<file path="config.mk">
export PLATFORM = sky130hd
export DESIGN_NAME = switch_debouncer
export DESIGN_NICKNAME = d
export VERILOG_FILES = /design/src/rtl/switch_debouncer.sv
export SDC_FILE = /design/constraint.sdc
export NUM_CORES = 1
export LEC_CHECK = 0
export BUFFER_PORTS_ARGS = -buffer_cell sky130_fd_sc_hd__buf_2
export CAP_MARGIN = 20
export CORE_MARGIN = 3
export CORE_UTILIZATION = 50
export DETAILED_ROUTE_END_ITERATION = 8
export PLACE_DENSITY = 0.67
export SETUP_SLACK_MARGIN = 0.2
export SYNTH_ARGS = -nofsm -noshare
export SYNTH_HDL_FRONTEND = slang
export SYNTH_SLANG_ARGS = --single-unit
</file>
<file path="constraint.sdc">
create_clock -name clk -period 5.4 [get_ports clk]
set_input_delay 1.08 -clock clk [delete_from_list [all_inputs] [get_ports clk]]
set_output_delay 1.08 -clock clk [all_outputs]
set_load 0.02 [all_outputs]
</file>
<file path="src/rtl/switch_debouncer.sv">
// Two-flop synchroniser plus a four-state qualify FSM. A new level is accepted only after it holds for STABLE_CYCLES clocks.
// Latency: a raw change first sampled at edge k reaches db_level at edge k+2+STABLE_CYCLES. No backpressure applies.
module switch_debouncer #(
  parameter int unsigned STABLE_CYCLES = 1000000,
  parameter int unsigned CNT_W         = 20
) (
  input  logic clk,
  input  logic reset,
  input  logic sw_raw,
  output logic db_level,
  output logic busy
);

  typedef enum logic [1:0] {
    ZERO  = 2'b00,
    WAIT1 = 2'b01,
    ONE   = 2'b10,
    WAIT0 = 2'b11
  } state_e;

  localparam logic [CNT_W-1:0] CNT_LAST = CNT_W'(STABLE_CYCLES - 1);

  logic             sync1_q;
  logic             sw_s_q;
  state_e           state_q, state_d;
  logic [CNT_W-1:0] cnt_q, cnt_d;
  logic             db_level_q, db_level_d;
  logic             busy_q, busy_d;

  // Any reversal inside a WAIT state returns to the prior stable state.
  // The counter then restarts from zero, so no partial credit carries over.
  always_comb begin
    state_d = state_q;
    cnt_d   = cnt_q;
    case (state_q)
      ZERO: begin
        if (sw_s_q) begin
          state_d = WAIT1;
          cnt_d   = '0;
        end
      end
      WAIT1: begin
        if (!sw_s_q) begin
          state_d = ZERO;
          cnt_d   = '0;
        end else if (cnt_q == CNT_LAST) begin
          state_d = ONE;
          cnt_d   = '0;
        end else begin
          cnt_d = cnt_q + CNT_W'(1);
        end
      end
      ONE: begin
        if (!sw_s_q) begin
          state_d = WAIT0;
          cnt_d   = '0;
        end
      end
      WAIT0: begin
        if (sw_s_q) begin
          state_d = ONE;
          cnt_d   = '0;
        end else if (cnt_q == CNT_LAST) begin
          state_d = ZERO;
          cnt_d   = '0;
        end else begin
          cnt_d = cnt_q + CNT_W'(1);
        end
      end
      default: begin
        state_d = ZERO;
        cnt_d   = '0;
      end
    endcase
  end

  // Outputs are registered from the next state, so they track state_q exactly.
  always_comb begin
    db_level_d = (state_d == ONE) || (state_d == WAIT0);
    busy_d     = (state_d == WAIT1) || (state_d == WAIT0);
  end

  always_ff @(posedge clk or negedge reset) begin
    if (!reset) begin
      sync1_q    <= 1'b0;
      sw_s_q     <= 1'b0;
      state_q    <= ZERO;
      cnt_q      <= '0;
      db_level_q <= 1'b0;
      busy_q     <= 1'b0;
    end else begin
      sync1_q    <= sw_raw;
      sw_s_q     <= sync1_q;
      state_q    <= state_d;
      cnt_q      <= cnt_d;
      db_level_q <= db_level_d;
      busy_q     <= busy_d;
    end
  end

  assign db_level = db_level_q;
  assign busy     = busy_q;

endmodule
</file>
==> impl_metrics.ini, run 1 <==
[global_route]
met3_usage = 0.0283
grt.total_usage = 0.192
grt_antenna_before_repair = 0
grt_max_degree = 26
gr-usage-met1 = 0.285
use_met2 = 0.282
grt_overflow = 0
grt.busiest_layer = met1
grt_pass1_vias = 1028
grt_pass1_wl_microns = 5070

[final_layout]
stdcell_count = 180
finalNetCount = 155
diodes = 0
drive_gt1_frac = 0.120
post-route-util = 0.571
finish.instance_area_sq_um = 1480
area_growth_pct = 4.42

[synthesis]
synth_top_area_frac = 0.442
synthFlopType = dfrtp_1
synth_nets = 151
yosysWarnings = 0
seq_area_frac_synth = 0.442
avgSynthCellArea_sq_um = 9.64
synthTopCellsByArea = dfrtp_1 (44%), nand3_1 (4.9%), nand2_1 (4.2%)
ys_seq_elements = 25
synth_edf_count = 0
synth.distinct_cells = 45
synth_common_cells = dfrtp_1 (25), nand2_1 (16), nand3_1 (14)
synthCells = 147
synth_area_sq_um = 1420
synthArstFlopShare = 1.00
synth_largest_area_cell = dfrtp_1
yosysMostFrequentCell = dfrtp_1

[clocking]
clk_pin_slew_worst_paths_ps = 150
cts_max_level = 1
clkLatencyLatePin_ps = 340
cts_hold_buf = 0
cts_tree = built
cts_resized = 0
post-cts-setup-buffers = 0
cts-root-buf = clkbuf_4
cts_buffer_depth = 2
clock-sinks = 25
cts_buffers = 3

[die]
die_area_sq_um = 3510
start_util = 0.547
io_pins = 5
fp-row-count = 18
dieHeight_microns = 59.2
fp.dieW_microns = 59.2
coreArea_sq_um = 2590

[route]
drtIter0Drc = 74
drt_pass1_iterations = 5
ant_nets = 0
vias_per_cell = 6.32
wl_per_cell_microns = 15.8
vias = 1138
wl_microns = 2850
drc = 0

[critical_path]
cp-end-kind = output pin
cp.depth = 1
r2r_start = cnt_q[0]
crit_path_max_fanout = 6
crit_slowest_cell = dfrtp_1
cp-start-kind = flop
critPathMaxStageDelay_ps = 460
cp.required_ps = 4320
crit_family = flip-flops
critical_path_class = reg -> out
critPathBufInv = 1
rr_worst_depth = 6
crit_chain = buf_2
cp-startpoint = busy
cp_data_arrival_time_ps = 1000

[power]
irDropWorstVdd_mv = 0.158
p_per_area_nw_per_um2 = 204
leakagePower_uw = 0.000622

[sta]
finalSetupViolations = 0
period_needed_ps = 2080
fmax_mhz = 481
rsz0062_at_grt = no
fin_tns_setup_ps = 0
finalCritPeriodShare = 0.385
maxSlewHeadroom = 0.615
skew_ps = 18.0
slew_violations = 0
finalHoldViolations = 0
worst_pin_slew_ps = 578

[hold_path]
min_from = sync1_q
min_path_type = reg -> reg
whs_path_depth = 0

[place]
routabilityCongestion = 0.813
placed_area_sq_um = 1450
place_hpwl_microns = 2010
io_buffers = 4
dp_cells = 176

[status]
status = finished clean

[job]
maxCapViolCount = 0
==> per-stage QoR <==
stage | setup WS [ps] | total power, uW | hold WS [ps]
4_1_cts | 3320 | 302 | 396
2_1_floorplan | 3550 | 208 | 331
6_report | 3320 | 302 | 407
5_1_grt | 3230 | 314 | 405
3_5_place_dp | 3410 | 217 | 358
3_3_place_gp | 3400 | 215 | 334
==> layout by cell type (no fill, tap or decap), drive strengths merged, types with 4 or more instances in the layout <==
cell / instances
and3: 4
buf: 5
clkbuf: 4
nand2: 16
o21ai: 7
mux2i: 5
nor4: 4
nand4: 9
a21oi: 10
inv: 7
nor2: 6
or3: 5
dfrtp: 25
nand3: 15
==> logic make-up (layout without fill, tap and decap cells) <==
logic type	after synthesis	in the layout	synth area share
compound gates	27	27	0.120
xor+xnor	2	2	0.0124
fa+ha+maj	1	1	0.00883
buf+inv	13	16	0.0415
flops	25	25	0.442
mux	7	7	0.0512
simple gates	72	72	0.324
==> power by group <==
group	switching, uW	internal, uW	leakage [uW]
sequential	2.81	190	0.000341
combinational	14.5	6.28	0.000266
clock	59.3	29.0	0.0000150
==> worst paths after layout <==
kind	slack, ps	to
worst max-delay path	3320	busy
worst min-delay path	410	sw_s_q
worst max register to register	3390	cnt_q[8]
worst min register to register	410	sw_s_q
max in group asynchronous	4290	sw_s_q
min in group asynchronous	710	db_level
==> per-layer routing <==
metal	routed length, microns	vias up
met5	0	-
met4	48	0
met3	114	5
met2	1280	29
met1	1410	550
li1	-	554
==> flip-flops by register name, indices dropped and copies added (netlist names) <==
register / flops
busy: 1
cnt_q: 20
db_level: 1
state_q: 1
sw_s_q: 1
sync1_q: 1
==> layout make-up <==
cell class	instances	area, sq um
Sequential cell	25	626
Tap cell	30	37.5
Clock buffer	4	26.3
Timing Repair Buffer	5	31.3
Inverter	7	26.3
Fill cell	232	1110
Multi-Input combinational cell	109	732
Note: power is estimated with default switching activity, not from simulation.
==> run 2: changes to the inputs <==
- PLACE_DENSITY: 0.67 -> 0.69
- clock period: 5.4 -> 1.79 ns (I/O delays scaled with it)
==> impl_metrics.ini, run 2 (same netlist as run 1, synthesis figures left out) <==
[clocking]
clk_pin_slew_worst_paths_ps = 150
clkLatencyLatePin_ps = 330
cts_hold_buf = 0
cts_tree = built
cts-root-buf = clkbuf_4
cts_buffer_depth = 2
cts_max_level = 1
clock-sinks = 25
cts_buffers = 3

[final_layout]
finalNetCount = 184
area_growth_pct = 29.5
post-route-util = 0.708
final_common_cell = dfrtp_1
n_fill_cell = 191
largest_reg_flops = 20
largest_register = cnt_q
diodes = 0
drive_gt1_frac = 0.369
layout_common_cells = dfrtp_1 (25), buf_4 (24), nand2_1 (15)

[place]
routabilityCongestion = 0.790
io_buffers = 4
dp_slack_ps = -30.6
place_hpwl_microns = 2310

[sta]
skew_ps = 18.7
worst_slack_ps = -67.3
fmax_mhz = 538
fin_tns_setup_ps = -483
finalSetupViolations = 10
rsz0062_at_grt = yes
slew_violations = 0
period_needed_ps = 1860
finalHoldViolations = 14
whs_ps = -8.75
maxSlewHeadroom = 0.625
worst_pin_slew_ps = 563
finalCritPeriodShare = 1.04

[global_route]
grt_overflow = 0
grt_pass1_vias = 1294
grt_antenna_before_repair = 0
grt.total_usage = 0.223
grt_max_degree = 26
grt_pass1_wl_microns = 5950

[status]
violations = hold timing, setup timing
status = complete, but fails checks

[critical_path]
critPathMaxStageDelay_ps = 470
crit_slowest_cell = dfrtp_1
cp-end-kind = flop
crit_chain = nor4b_2 -> nand4_1 -> buf_6 -> o31a_4 -> a21oi_1 -> o21ai_1
cp_data_arrival_time_ps = 2070
r2r_start = cnt_q[8]
cp.required_ps = 2010
critical_path_class = reg -> reg
cp-start-kind = flop
cp-startpoint = cnt_q[8]
crit_path_max_fanout = 8

[job]
maxCapViolCount = 0

[route]
vias = 1329
vias_per_cell = 6.36
drc = 0
drtIter0Drc = 85
ant_nets = 0
wl_microns = 3650
wl_per_cell_microns = 17.5
drt_pass1_iterations = 4

[power]
leakagePower_uw = 0.000816
irDropWorstVdd_mv = 0.382
p_per_area_nw_per_um2 = 512

[die]
die_area_sq_um = 3510
dieHeight_microns = 59.2
fp-row-count = 18
start_util = 0.547
fp.dieW_microns = 59.2
io_pins = 5
coreArea_sq_um = 2590

[hold_path]
min_path_type = in -> async
[run 2: critical path, delay by kind of cell, from the launching register on]
family,cells,cell delay [ps]
AO/OA/AOI/OAI,3,620
flip-flops,1,470
AND/OR/NAND/NOR,2,460
buffers and inverters,1,180
[run 2: what timing repair did]
| action | in CTS | in global routing |
|---|---|---|
| buffers inserted | 2 | 5 |
| gates cloned | 0 | 1 |
| endpoints found under the setup margin | 19 | 21 |
| pin swaps | 6 | 12 |
| gates resized for setup | 22 | 8 |
[run 2: worst paths after layout]
path,to,slack (ps),cells after the start
min reg2reg,sw_s_q,370,0
max,cnt_q[18],-70,6
max in group asynchronous,cnt_q[18],1410,1
min,sync1_q,-9,1
max reg2reg,cnt_q[18],-70,6
min in group clk,sync1_q,120,1
[run 2: metrics by stage]
step | std cells | power, uW | area (sq um)
after floorplan | 147 | 628 | 1430
after global placement | 197 | 664 | 1620
after detailed placement | 197 | 666 | 1620
after CTS | 203 | 932 | 1740
after global routing | 209 | 973 | 1830
final | 209 | 939 | 1830
[run 2: report_power, final]
group	switching, uW	internal (uW)	leakage, uW
combinational	59.3	40.2	0.000457
sequential	5.83	572	0.000341
clock	177	83.8	0.0000177
[run 2: routing by layer]
metal  share of wire  track usage  vias up
met5               0            0        -
li1                -            -      613
met2            0.49        0.376       54
met3           0.055       0.0283       13
met1            0.43        0.288      649
met4           0.025       0.0874        0
[run 2: area by class of cell]
type | instances | area (sq um) | share of cell area
clock buffer | 3 | 22.5 | 0.0123
clock inverter | 1 | 5.00 | 0.00273
inverter | 7 | 26.3 | 0.0143
multi-input combinational | 110 | 861 | 0.469
sequential | 25 | 626 | 0.341
tap | 30 | 37.5 | 0.0205
timing repair buffer | 33 | 256 | 0.140
